$ cat src/rtl/spi_frame_decoder.sv
// rtl/spi_frame_decoder.sv - SPI receive-path decoder: serial bits to header and payload words
// Header, payload words and end of frame each produce a one-cycle registered strobe.
module spi_frame_decoder #(
    parameter int HDR_WL       = 6,
    parameter int PAY_WL       = 16,
    parameter int NWORDS       = 4,
    parameter int LEN_FROM_HDR = 0,
    parameter int LEN_WL       = 3,
    parameter int IDX_WL       = 8,
    parameter int MSB_FIRST    = 1
) (
    input  logic              iCLK,
    input  logic              iRST,
    input  logic              iCLR,
    input  logic              iEN,
    input  logic              iMOSI,
    output logic [HDR_WL-1:0] oHEADER,
    output logic              oHEADER_EN,
    output logic [PAY_WL-1:0] oDATA,
    output logic              oDATA_EN,
    output logic [IDX_WL-1:0] oWORD_IDX,
    output logic              oFRAME_DONE,
    output logic              oBUSY
);

    localparam int SR_WL  = (HDR_WL > PAY_WL) ? HDR_WL : PAY_WL;
    localparam int CNT_WL = $clog2(SR_WL + 1);

    localparam logic [CNT_WL-1:0] HDR_LAST  = CNT_WL'(HDR_WL - 1);
    localparam logic [CNT_WL-1:0] PAY_LAST  = CNT_WL'(PAY_WL - 1);
    localparam logic [IDX_WL-1:0] NWORDS_C  = IDX_WL'(NWORDS);
    localparam logic [IDX_WL-1:0] IDX_ONE   = IDX_WL'(1);

    typedef enum logic {
        ST_HDR = 1'b0,
        ST_PAY = 1'b1
    } state_t;

    state_t              state_q, state_d;
    logic [SR_WL-1:0]    sr_q, sr_d;
    logic [CNT_WL-1:0]   bit_cnt_q, bit_cnt_d;
    logic [IDX_WL-1:0]   word_cnt_q, word_cnt_d;
    logic [IDX_WL-1:0]   nwords_q, nwords_d;
    logic [HDR_WL-1:0]   header_q, header_d;
    logic                header_en_q, header_en_d;
    logic [PAY_WL-1:0]   data_q, data_d;
    logic                data_en_q, data_en_d;
    logic [IDX_WL-1:0]   word_idx_q, word_idx_d;
    logic                frame_done_q, frame_done_d;
    logic                busy_q, busy_d;

    logic [SR_WL-1:0]    sr_next;
    logic [HDR_WL-1:0]   hdr_val;
    logic [PAY_WL-1:0]   pay_val;
    logic [IDX_WL-1:0]   len_val;

    // The completed field sits where the shift direction leaves it: low bits
    // when shifting left, high bits when shifting right.
    assign sr_next = (MSB_FIRST != 0) ? {sr_q[SR_WL-2:0], iMOSI}
                                      : {iMOSI, sr_q[SR_WL-1:1]};
    assign hdr_val = (MSB_FIRST != 0) ? sr_next[HDR_WL-1:0]
                                      : sr_next[SR_WL-1 -: HDR_WL];
    assign pay_val = (MSB_FIRST != 0) ? sr_next[PAY_WL-1:0]
                                      : sr_next[SR_WL-1 -: PAY_WL];
    assign len_val = (LEN_FROM_HDR != 0) ? IDX_WL'(hdr_val[LEN_WL-1:0]) : NWORDS_C;

    always_comb begin
        state_d      = state_q;
        sr_d         = sr_q;
        bit_cnt_d    = bit_cnt_q;
        word_cnt_d   = word_cnt_q;
        nwords_d     = nwords_q;
        header_d     = header_q;
        data_d       = data_q;
        word_idx_d   = word_idx_q;
        header_en_d  = 1'b0;
        data_en_d    = 1'b0;
        frame_done_d = 1'b0;

        if (iCLR) begin
            state_d    = ST_HDR;
            sr_d       = '0;
            bit_cnt_d  = '0;
            word_cnt_d = '0;
            header_d   = '0;
            data_d     = '0;
            word_idx_d = '0;
        end else if (iEN) begin
            sr_d = sr_next;
            unique case (state_q)
                ST_HDR: begin
                    if (bit_cnt_q == HDR_LAST) begin
                        header_d    = hdr_val;
                        header_en_d = 1'b1;
                        bit_cnt_d   = '0;
                        word_cnt_d  = '0;
                        nwords_d    = len_val;
                        if (len_val == '0) begin
                            frame_done_d = 1'b1;
                        end else begin
                            state_d = ST_PAY;
                        end
                    end else begin
                        bit_cnt_d = bit_cnt_q + 1'b1;
                    end
                end
                ST_PAY: begin
                    if (bit_cnt_q == PAY_LAST) begin
                        data_d     = pay_val;
                        data_en_d  = 1'b1;
                        word_idx_d = word_cnt_q;
                        word_cnt_d = word_cnt_q + IDX_ONE;
                        bit_cnt_d  = '0;
                        if (word_cnt_q == nwords_q - IDX_ONE) begin
                            frame_done_d = 1'b1;
                            state_d      = ST_HDR;
                        end
                    end else begin
                        bit_cnt_d = bit_cnt_q + 1'b1;
                    end
                end
                default: state_d = ST_HDR;
            endcase
        end

        busy_d = (state_d == ST_PAY) || (bit_cnt_d != '0);
    end

    always_ff @(posedge iCLK or posedge iRST) begin
        if (iRST) begin
            state_q      <= ST_HDR;
            sr_q         <= '0;
            bit_cnt_q    <= '0;
            word_cnt_q   <= '0;
            nwords_q     <= '0;
            header_q     <= '0;
            header_en_q  <= 1'b0;
            data_q       <= '0;
            data_en_q    <= 1'b0;
            word_idx_q   <= '0;
            frame_done_q <= 1'b0;
            busy_q       <= 1'b0;
        end else begin
            state_q      <= state_d;
            sr_q         <= sr_d;
            bit_cnt_q    <= bit_cnt_d;
            word_cnt_q   <= word_cnt_d;
            nwords_q     <= nwords_d;
            header_q     <= header_d;
            header_en_q  <= header_en_d;
            data_q       <= data_d;
            data_en_q    <= data_en_d;
            word_idx_q   <= word_idx_d;
            frame_done_q <= frame_done_d;
            busy_q       <= busy_d;
        end
    end

    assign oHEADER     = header_q;
    assign oHEADER_EN  = header_en_q;
    assign oDATA       = data_q;
    assign oDATA_EN    = data_en_q;
    assign oWORD_IDX   = word_idx_q;
    assign oFRAME_DONE = frame_done_q;
    assign oBUSY       = busy_q;

endmodule

$ cat config.mk
export PLATFORM = sky130hd
export DESIGN_NAME = spi_frame_decoder
export DESIGN_NICKNAME = d
export VERILOG_FILES = /design/src/rtl/spi_frame_decoder.sv
export SDC_FILE = /design/constraint.sdc
export NUM_CORES = 1
export LEC_CHECK = 0
export ABC_AREA = 1
export CELL_PAD_IN_SITES_DETAIL_PLACEMENT = 0
export CELL_PAD_IN_SITES_GLOBAL_PLACEMENT = 2
export CORE_ASPECT_RATIO = 0.75
export CORE_MARGIN = 3
export CORE_UTILIZATION = 31
export CTS_BUF_LIST = sky130_fd_sc_hd__clkbuf_2 sky130_fd_sc_hd__clkbuf_4 sky130_fd_sc_hd__clkbuf_8
export DETAILED_ROUTE_END_ITERATION = 16
export PLACE_DENSITY_LB_ADDON = 0.1
export SLEW_MARGIN = 0
export SYNTH_ARGS = -nofsm -noshare
export SYNTH_HDL_FRONTEND = slang
export SYNTH_SLANG_ARGS = --single-unit
export TNS_END_PERCENT = 5
$ cat constraint.sdc
create_clock -name iCLK -period 1.6 [get_ports iCLK]
set_input_delay 0.16 -clock iCLK [delete_from_list [all_inputs] [get_ports iCLK]]
set_output_delay 0.16 -clock iCLK [all_outputs]
set_load 0.1 [all_outputs]
==> results, run 1 <==
- The run finished, with violations left.
- The final reports fail on negative setup slack.
- Of the total power, combinational logic draws 0.138.
- The internal cell power is 2.61 mW.
- The number of buffers added to fix hold violations after cts is 0.
- The number of global-route vias before repair is 2,183.
- After layout, the worst setup slack is -0.115 ns.
- The synthesis warning total is 0.
- The post-synthesis sequential element count is 64.
- The top flip-flop cell by instance count after synthesis is sky130_fd_sc_hd__dfrtp_1.
- The final weighted congestion in routability-driven placement is about 0.83.
- The worst-margin pin slew is 0.389 ns.
- The x dimension of the die is ~120 um.
- The multiplexer area fraction after synthesis is 0.
- The worst setup skew after layout is 0.00775 ns.
- Counting flops with a built-in enable in the synthesized netlist gives 0.
- The antenna diode instance count is 0.
- In the routed design, unresolved DRC markers number 0.
- The fraction of registers with async set/reset is 1.00.
- The routed wire length is 7030 um.
- The critical setup path kind is register to register.
- Entering global routing, the biggest net connects 40 pins.
- The worst path in the final design needs a cycle of 1.71 ns, including I/O delays and setup.
- Buffers placed on the I/O ports in this run total 38.
- In this run the count of I/O pins placed on the die edge is 39.
- Of the total synthesized cell area, the portion taken by AND, OR, NAND and NOR gates is 0.186.
- The final standard cell area without fillers is ~0.0042 sq mm.
- The maximum fanout encountered on the critical timing path is 7.
- Of the total power, the share spent switching nets is 0.264.
- The cell depth of the worst flop-to-flop path is 13.
- The worst vdd rail ir drop is 0.726 mV.
- Overall power consumption after layout is estimated at 3.55 mW.
- After synthesis, the mean cell area works out to 9.28 sq um.
- STA classifies the critical path endpoint as a register.
- The clock reaches the later pin of the worst-skew pair after 0.34 ns.
- The clock-pin slew on the worst setup and hold paths is 0.07 ns.
- At the worst endpoint, the required time is 1.84 ns.
- The total clock buffers created by CTS is 9.
- Ranked by total cell area, the synthesized netlist is headed by sky130_fd_sc_hd__dfrtp_1, sky130_fd_sc_hd__nand2_1, sky130_fd_sc_hd__o21ai_2.
- The layout has ~800 filler cells.
- The die span in y is slightly below 90 um.
- The first-pass iteration count of the detailed router is 4.
- The reg2reg setup slack is -0.11 ns.
- After floorplanning, the core was sized to cover 0.00867 sq mm.
- The first global-routing pass estimated ~12,000 um of wire.
- In this run, the number of DRC markers left after iteration 0 of detailed routing was 72.
- The final-layout setup total negative slack is -2.26 ns.
- In this run the worst hold path is classified as primary input to async pin.
- The final count of pins violating max slew was 0.
- The total via count in the routed design is between 2,000 and 2,500.
- The most frequently used cell type in the post-synthesis netlist is sky130_fd_sc_hd__nand2_1.
- The mean number of vias per cell is 4.49.
- Of the available clock period, the critical path in the final layout requires 1.07.
- Setup repair after global routing could not meet its margin everywhere.
- The cell area that synthesis handed to floorplanning was 0.00284 sq mm.
- The layout-stage area growth over the synthesis result is 46.7%.
- The largest family of logic cells by synthesized area is simple AND/OR/NAND/NOR gates.
- The number of instances in the placed design is 469.
- Measured against its own limit, the worst slew margin works out to 0.740.
- The worst slack on hold paths is between 0.1 and 0.15 ns.
- Synthesis instantiated 24 different standard cells from the library.
- Of the total synthesized cell area, the portion taken by XOR and XNOR cells is 0.
- The reported net switching power is about 0.94 mW.
- Based on the critical path, the design can be clocked at up to 0.583 GHz.
- The cell at the root of the clock tree is sky130_fd_sc_hd__clkbuf_8.
- The compound-cell area share of the yosys netlist was 0.136.
- Summing all placed instances gives a cell area of 0.00386 sq mm.
- In the synthesized netlist, the cells that appear most often are sky130_fd_sc_hd__nand2_1, sky130_fd_sc_hd__dfrtp_1, sky130_fd_sc_hd__inv_1.
- TritonCTS built the clock tree.
- The setup slack after placement is -0.133 ns.
- Clock tree synthesis found a total of 64 sinks.
- The post-synthesis adder-cell area fraction is 0.0220.
- Data on the critical path arrives at its endpoint at roughly 2.0 ns.
- Counting every instance in the synthesized netlist gives 306.
- The share of the Yosys chip area taken by registers is 0.564.
- Dividing the detail-routed wire length by the instance count gives 14.4 um.
- The net count after synthesis is 316.
- STA classifies the critical path startpoint as a register.
- The core occupancy in the finished layout is 0.480.
- The endpoint of the worst register-to-register path is word_cnt_q[4]$_DFFE_PP0P_.
- In this run the static leakage power is between 1.5 and 2 nW.
- The proportion of layout cells with a drive suffix above 1 is 0.346.
- The initialized floorplan defines 29 standard-cell rows.
- The startpoint of the worst-slack reg-to-reg timing path is bit_cnt_q[1]$_DFF_PP0_.
- The hold violation count in the final report is 0.
- The initial cell density of the core is 0.328.
- The tool flagged a number of max-cap violations equal to 0.
- Detailed placement finished with a half-perimeter wire length of 4890 um.
- The power density over cell area is 852 mW/mm^2.
- The clock passes through at most 2 buffers.
- The number of failing setup endpoints in the final timing report is 40.
- The part of the power in registers is 0.474.
- The final net count is 386.
- The cell taking the most area after synthesis is sky130_fd_sc_hd__dfrtp_1.
- The initial antenna violation count is 0.
- The final cell count without fillers is 489.
- The count of nets left with antenna violations after detail routing is 0.
- Of the post-synthesis cell area, the dominant cell type holds 0.564.
- The floorplan step defined a die boundary enclosing 0.0104 sq mm.
- The clock group share of total power is 0.387.
- The H-tree was split into 3 levels.
- Summed over all layers, the global routing overflow is 0.
- The total global routing track utilization is 0.155.
[power by group through the flow]
stage / combinational [mW] / sequential [mW] / clock [mW]
after global placement: 0.479 / 1.72 / 0
after floorplan: 0.177 / 1.82 / 0
after CTS: 0.476 / 1.68 / 1.42
after global routing: 0.538 / 1.69 / 1.51
after detailed placement: 0.473 / 1.71 / 0
final: 0.491 / 1.68 / 1.37
[area by class of cell]
cell class | instances | area [sq um] | area share
Clock buffer | 14 | 193 | 0.0462
Clock inverter | 2 | 10.0 | 0.00240
Timing Repair Buffer | 66 | 972 | 0.233
Tap cell | 108 | 135 | 0.0324
Multi-Input combinational cell | 180 | 1040 | 0.250
Sequential cell | 64 | 1600 | 0.384
Inverter | 55 | 215 | 0.0517
[routing by layer]
metal | track usage | part of all wire
met1 | 0.236 | 0.53
met2 | 0.199 | 0.41
met3 | 0.0541 | 0.046
met4 | 0.0537 | 0.014
met5 | 0 | 0
[worst max-delay path by stage]
stage	cells past startpoint	end	start
2_1_floorplan	10	oWORD_IDX[0]$_DFFE_PP0P_	bit_cnt_q[0]$_DFF_PP0_
3_3_place_gp	11	oBUSY$_DFF_PP0_	bit_cnt_q[0]$_DFF_PP0_
3_5_place_dp	13	word_cnt_q[4]$_DFFE_PP0P_	bit_cnt_q[0]$_DFF_PP0_
4_1_cts	11	oBUSY$_DFF_PP0_	bit_cnt_q[0]$_DFF_PP0_
5_1_grt	13	word_cnt_q[4]$_DFFE_PP0P_	bit_cnt_q[0]$_DFF_PP0_
6_report	13	word_cnt_q[4]$_DFFE_PP0P_	bit_cnt_q[1]$_DFF_PP0_
[critical path, stage by stage, from the launching register on]
cell and delay [ns]:
sky130_fd_sc_hd__dfrtp_1 0.35, sky130_fd_sc_hd__ha_2 0.19, sky130_fd_sc_hd__nand2_2 0.07, sky130_fd_sc_hd__nor2_4 0.15, sky130_fd_sc_hd__ha_4 0.17, sky130_fd_sc_hd__nand2_2 0.06, sky130_fd_sc_hd__o21ai_2 0.15, sky130_fd_sc_hd__inv_2 0.07
sky130_fd_sc_hd__nand2_4 0.12, sky130_fd_sc_hd__inv_6 0.05, sky130_fd_sc_hd__nor2_4 0.08, sky130_fd_sc_hd__nand2_1 0.06, sky130_fd_sc_hd__nand2_1 0.06, sky130_fd_sc_hd__nor2_1 0.04
[repair_timing]
item / CTS / global route
hold endpoints to repair: 0 / 0
setup endpoints to repair: 39 / 46
gates cloned: 0 / 0
buffers inserted: 1 / 3
pin swaps: 1 / 5
resized for setup: 4 / 20
[flip-flops by register name, indices dropped and copies added, names as in the netlist]
register     flops
oDATA           16
sr_q            15
oWORD_IDX        8
word_cnt_q       8
oHEADER          6
bit_cnt_q        5
nwords_q         1
oBUSY            1
oDATA_EN         1
oFRAME_DONE      1
oHEADER_EN       1
state_q          1
[placed cells by master (no fill, tap or decap)]
master	netlist	final
sky130_fd_sc_hd__a21oi_1	4	2
sky130_fd_sc_hd__a21oi_2	0	1
sky130_fd_sc_hd__a21oi_4	0	1
sky130_fd_sc_hd__a22o_1	1	1
sky130_fd_sc_hd__buf_12	0	37
sky130_fd_sc_hd__buf_4	0	24
sky130_fd_sc_hd__buf_6	3	1
sky130_fd_sc_hd__clkbuf_8	0	14
sky130_fd_sc_hd__clkdlybuf4s50_1	0	4
sky130_fd_sc_hd__clkinv_2	0	2
sky130_fd_sc_hd__clkinvlp_4	0	1
sky130_fd_sc_hd__dfrtp_1	64	64
sky130_fd_sc_hd__ha_1	5	2
sky130_fd_sc_hd__ha_2	0	2
sky130_fd_sc_hd__ha_4	0	1
sky130_fd_sc_hd__inv_1	47	43
sky130_fd_sc_hd__inv_2	7	10
sky130_fd_sc_hd__inv_6	0	1
sky130_fd_sc_hd__nand2_1	69	66
sky130_fd_sc_hd__nand2_2	1	4
sky130_fd_sc_hd__nand2_4	2	2
sky130_fd_sc_hd__nand3_1	15	14
sky130_fd_sc_hd__nand3_2	1	2
sky130_fd_sc_hd__nand4_1	5	5
sky130_fd_sc_hd__nor2_1	18	15
sky130_fd_sc_hd__nor2_2	2	3
sky130_fd_sc_hd__nor2_4	3	5
sky130_fd_sc_hd__nor3_1	2	2
sky130_fd_sc_hd__o21ai_0	15	12
sky130_fd_sc_hd__o21ai_1	1	4
sky130_fd_sc_hd__o21ai_2	21	21
sky130_fd_sc_hd__o22ai_1	15	15
[cell families after synthesis]
logic type                 after synthesis
AOI/OAI and AO/OA                       57
adders and majority gates                5
buffers and inverters                   62
DFF                                     64
and+or+nand+nor                        118
No activity file was read; power rests on OpenSTA's default activity.
==> inputs of run 2 (changes only) <==
--- a/config.mk
+++ b/config.mk
@@ -6,6 +6,7 @@
 export NUM_CORES = 1
 export LEC_CHECK = 0
 export ABC_AREA = 1
+export CAP_MARGIN = 20
 export CELL_PAD_IN_SITES_DETAIL_PLACEMENT = 0
 export CELL_PAD_IN_SITES_GLOBAL_PLACEMENT = 2
 export CORE_ASPECT_RATIO = 0.75
==> results of run 2 <==
The final DEF is identical to that of run 1; final timing and power are the same.
==> inputs of run 3 (changes only) <==
--- a/config.mk
+++ b/config.mk
@@ -5,13 +5,12 @@
 export SDC_FILE = /design/constraint.sdc
 export NUM_CORES = 1
 export LEC_CHECK = 0
-export ABC_AREA = 1
 export CAP_MARGIN = 20
 export CELL_PAD_IN_SITES_DETAIL_PLACEMENT = 0
 export CELL_PAD_IN_SITES_GLOBAL_PLACEMENT = 2
 export CORE_ASPECT_RATIO = 0.75
 export CORE_MARGIN = 3
-export CORE_UTILIZATION = 31
+export CORE_UTILIZATION = 34
 export CTS_BUF_LIST = sky130_fd_sc_hd__clkbuf_2 sky130_fd_sc_hd__clkbuf_4 sky130_fd_sc_hd__clkbuf_8
 export DETAILED_ROUTE_END_ITERATION = 16
 export PLACE_DENSITY_LB_ADDON = 0.1
==> run 3 against run 2 <==
The flow still finishes with violations (negative setup slack). Final cell count decreased by 17%. Count of clock-buffer cells in the layout down 4. Sequential share of layout area is essentially flat. Area after synthesis fell by 4.2%. Via count down 9.8%. Sequential power down 2%. Worst setup slack worse by 0.16 ns. Wire length shrank 9.3%. Flip-flop and latch count stayed put. Register-to-register slack worse by 0.16 ns. Die area is 12% lower. Critical path type unchanged. Highest routed layer unchanged.
==> results, run 3 <==
- The proportion of layout cells with a drive suffix above 1 is 0.383 (+0.0364).
- The area of the die came to 0.00912 sq mm (-12%).
- The HPWL after detailed placement is 4150 um (-15%).
- The wire length of the first global-routing pass is 10,900 um (-8.4%).
- The mean instance size in the synthesized netlist is 12.4 sq um (+33%).
- The worst setup skew after layout is 0.00722 ns (-0.000530 ns).
- The instance area after placement is 0.00383 sq mm (-0.78%).
- The simple-gate share of the synthesized area is 0.132 (-0.0534).
- The die span in y was 83.5 um (-6.1%).
- By area the synthesized netlist is led by sky130_fd_sc_hd__dfrtp_1, sky130_fd_sc_hd__a22o_1, sky130_fd_sc_hd__mux2i_1.
- The synthesized instance count is 220 (-28%).
- The critical path in this run is classified as register to register.
- The power density over cell area was 783 mW/mm^2 (-8.1%).
- The maximum fanout encountered on the critical timing path came to 5 (-2).
- The net count after synthesis was 230 (-27%).
- The insertion delay of the later-clocked pin in the worst-skew pair is 0.34 ns (about the same).
- The post-synthesis sequential area ratio came to 0.589 (+0.0249).
- The worst setup path is launched from a register.
- The arrival time of the worst setup path is 2.10 ns (+0.14 ns).
- The synthesized cell area was 0.00272 sq mm (-4.2%).
- The largest net degree at the start of global routing came to 65 (+63%).
- From synthesis to final layout, the design area changed by 53.2%.
- The count of clock tree sinks is 64 (unchanged).
- In this run the clock root is driven by a sky130_fd_sc_hd__clkbuf_8.
- The final net count is 308 (-20%).
- The number of flip-flops in the largest register is 16 (unchanged).
- The minimum clock period is 1.87 ns (+0.158 ns).
- The average detailed-routed wire length per instance came to 15.8 um (+9.8%).
- The distinct cell type count of the synthesized netlist is 41 (+71%).
- The final reports fail on negative setup slack.
- The fraction of post-synthesis cell area in the top cell type by area came to 0.589 (+0.0249).
- The worst slack on hold paths is 0.230 ns (+0.105 ns).
- The total via count in the routed design is 1,979 (-9.8%).
- The initial cell density of the core came to 0.359 (+0.0319).
- The library cell used most frequently in the layout, excluding fill and tap cells, is sky130_fd_sc_hd__dfrtp_1.
- The number of buffer and inverter stages on the critical path is 0 (-2).
- The cell taking the most area after synthesis is sky130_fd_sc_hd__dfrtp_1.
- The number of design-rule violations left by the first detailed-router iteration was 69 (-4.2%).
- The core area was 0.00757 sq mm (-13%).
- sky130_fd_sc_hd__dfrtp_1 is the most common cell in the netlist.
- Setup repair after global routing could not meet its margin everywhere.
- The worst-margin pin slew was 0.340 ns (-0.0486 ns).
- The final count of pins violating max slew is 0 (unchanged).
- The multiplexer area fraction after synthesis is 0.0630 (+0.0630).
- The largest stage delay on the critical path was 0.38 ns (+0.03 ns).
- The reg2reg setup slack is -0.27 ns (-0.16 ns).
- The post-synthesis adder-cell area fraction came to 0.0230 (+0.000973).
- The required time of the critical path is 1.83 ns (about the same).
- The critical path starts at bit_cnt_q[1]$_DFF_PP0_.
- The total clock buffers created by CTS came to 9 (unchanged).
- The least setup slack across all paths after layout is -0.273 ns (-0.158 ns).
- The synthesis warning total came to 0 (unchanged).
- The I/O pin count is 39 (unchanged).
- The worst hold path belongs to the class primary input to async pin.
- The number of cell rows came to 27 (-6.9%).
- In the synthesized netlist the dominant register cell turns out to be sky130_fd_sc_hd__dfrtp_1.
- The run finished, with violations left.
- The setup slack after placement came to -0.381 ns (-0.248 ns).
- The final standard cell area without fillers came to 0.00417 sq mm (about the same).
- The number of global-route vias before repair is 2,007 (-8.1%).
- The first-pass iteration count of the detailed router is 4 (unchanged).
- The number of DRC violations after detailed routing is 0 (unchanged).
- The clock-pin slew on the worst setup and hold paths was 0.07 ns (about the same).
- The count of input and output buffers is 38 (unchanged).
- The fraction of registers with async set/reset was 1.00 (unchanged).
- The largest family of logic cells by synthesized area is compound AO/OA/AOI/OAI gates.
- The area of combinational cells with multiple inputs came to 0.00115 sq mm (+11%).
- The number of maximum-capacitance violations is 0 (unchanged).
- The timing-limited maximum frequency is 0.534 GHz (-8.5%).
- The maximum clock path buffer count is 2 (unchanged).
- The final weighted congestion in routability-driven placement is 0.843 (+1.3%).
- The post-route clock period utilization came to 1.17 (+0.0989).
- The filler cell count came to 655 (-18%).
- The fraction of synthesized cell area in xor and xnor cells is 0.0322 (+0.0322).
- The routed wire length is 6370 um (-9.3%).
- The number of flops mapped to enable cells by yosys is 0 (unchanged).
- The startpoint of the worst-slack reg-to-reg timing path is bit_cnt_q[1]$_DFF_PP0_.
- The cell at the slowest stage of the critical path is sky130_fd_sc_hd__dfrtp_1.
- The cell leakage power is 1.95 nW (+0.90%).
- The number of failing setup endpoints in the final timing report is 47 (+18%).
- Counting instances in the post-synthesis netlist gives the leading cell types as sky130_fd_sc_hd__dfrtp_1, sky130_fd_sc_hd__a22o_1, sky130_fd_sc_hd__nor2_1.
- The H-tree level count came to 3 (unchanged).
- The worst vdd rail ir drop is 0.386 mV (-47%).
- On the critical path the largest part of the delay comes from compound AO/OA/AOI/OAI gates.
- The count of nets left with antenna violations after detail routing is 0 (unchanged).
- The antenna diode instance count was 0 (unchanged).
- The compound-cell area share of the yosys netlist is 0.132 (-0.00365).
- The final-layout setup total negative slack came to -7.29 ns (-5.02 ns).
- In the layout the commonest cells are sky130_fd_sc_hd__dfrtp_1, sky130_fd_sc_hd__buf_12, sky130_fd_sc_hd__buf_4.
- The post-synthesis sequential element count is 64 (unchanged).
- The sum of overflow across all layers after global routing was 0 (unchanged).
- The initial antenna violation count is 0 (unchanged).
- TritonCTS built the clock tree.
- The area taken by flip-flops and latches came to 0.00160 sq mm (unchanged).
- The total global routing track utilization came to 0.153 (-0.00130).
- The hold violation count in the final report is 0 (unchanged).
- The remaining max-slew budget at the tightest pin came to 0.773 (+0.0334).
- The mean number of vias per cell came to 4.90 (+9.2%).
- The x dimension of the die was 109 um (-6.2%).
- The core occupancy in the finished layout is 0.551 (+0.0703).
- The critical path endpoint category is a register.
- Walking the worst path, the cells encountered are ha_2 -> and3_4 -> ha_4 -> a31oi_4 -> a21bo_2 -> nand4_1 -> xor2_1 -> nor2_1.
-- run 3: cell count changes in the layout (fill, tap and decap cells not counted), moves of 15 or more --
cell	change
sky130_fd_sc_hd__o22ai_1	-15
sky130_fd_sc_hd__inv_1	-40
sky130_fd_sc_hd__nand2_1	-61
sky130_fd_sc_hd__a22o_1	+29
sky130_fd_sc_hd__mux2i_1	+16
sky130_fd_sc_hd__o21ai_2	-21
-- run 3: repair_timing --
item	4_1_cts	5_1_grt
pin swaps	8	7
buffers inserted	1	2
hold buffers	0	0
endpoints found under the hold margin	0	0
cloned	0	1
setup endpoints to repair	48	49
gates resized for setup	14	13
-- run 3: final timing paths --
check	to	cells after the start
setup / recovery	word_cnt_q[3]$_DFFE_PP0P_	8
hold / removal	bit_cnt_q[1]$_DFF_PP0_	3
setup reg to reg	word_cnt_q[3]$_DFFE_PP0P_	8
hold reg to reg	oDATA[15]$_DFFE_PP0P_	1
max in group asynchronous	oWORD_IDX[1]$_DFFE_PP0P_	3
min in group iCLK	oDATA[15]$_DFFE_PP0P_	1
-- run 3: per-layer routing --
| metal | up-vias | part of all wire | global-route usage |
|---|---|---|---|
| met3 | 9 | 0.050 | 0.0472 |
| met2 | 44 | 0.42 | 0.205 |
| met5 | - | 0 | 0 |
| met1 | 985 | 0.52 | 0.235 |
| met4 | 0 | 0.014 | 0.0476 |
| li1 | 941 | - | - |
-- run 3: area by class of cell --
| class | instances | area share |
|---|---|---|
| sequential | 64 | 0.384 |
| tap | 101 | 0.0303 |
| timing repair buffer | 78 | 0.259 |
| inverter | 4 | 0.00360 |
| clock buffer | 10 | 0.0315 |
| clock inverter | 6 | 0.0144 |
| multi-input combinational | 141 | 0.276 |
-- run 3: logic make-up (layout without fill, tap and decap cells) --
| logic type | count (synthesis) | in the layout |
|---|---|---|
| AND/OR/NAND/NOR | 67 | 67 |
| adder cells (fa/ha/maj) | 5 | 5 |
| flip-flops | 64 | 64 |
| multiplexers | 17 | 17 |
| XOR/XNOR | 10 | 10 |
| buffers and inverters | 16 | 98 |
| AO/OA/AOI/OAI | 41 | 42 |
-- run 3: metrics by stage --
stage / std cells / total power [mW]
2_1_floorplan: 220 / 1.82
4_1_cts: 401 / 3.30
5_1_grt: 404 / 3.41
6_report: 404 / 3.26
3_5_place_dp: 384 / 1.92
3_3_place_gp: 384 / 1.92
-- run 3: worst min-delay path: stages --
cell and delay, ns:
sky130_fd_sc_hd__clkdlybuf4s50_1 0.42, sky130_fd_sc_hd__inv_2 0.07, sky130_fd_sc_hd__buf_12 0.31
-- run 3: power breakdown --
group	internal (mW)	switching, mW	total, mW	leakage (nW)
sequential	1.63	0.0110	1.64	0.889
clock	0.728	0.621	1.35	0.0955
combinational	0.115	0.158	0.273	0.966
total	2.47	0.790	3.26	1.95
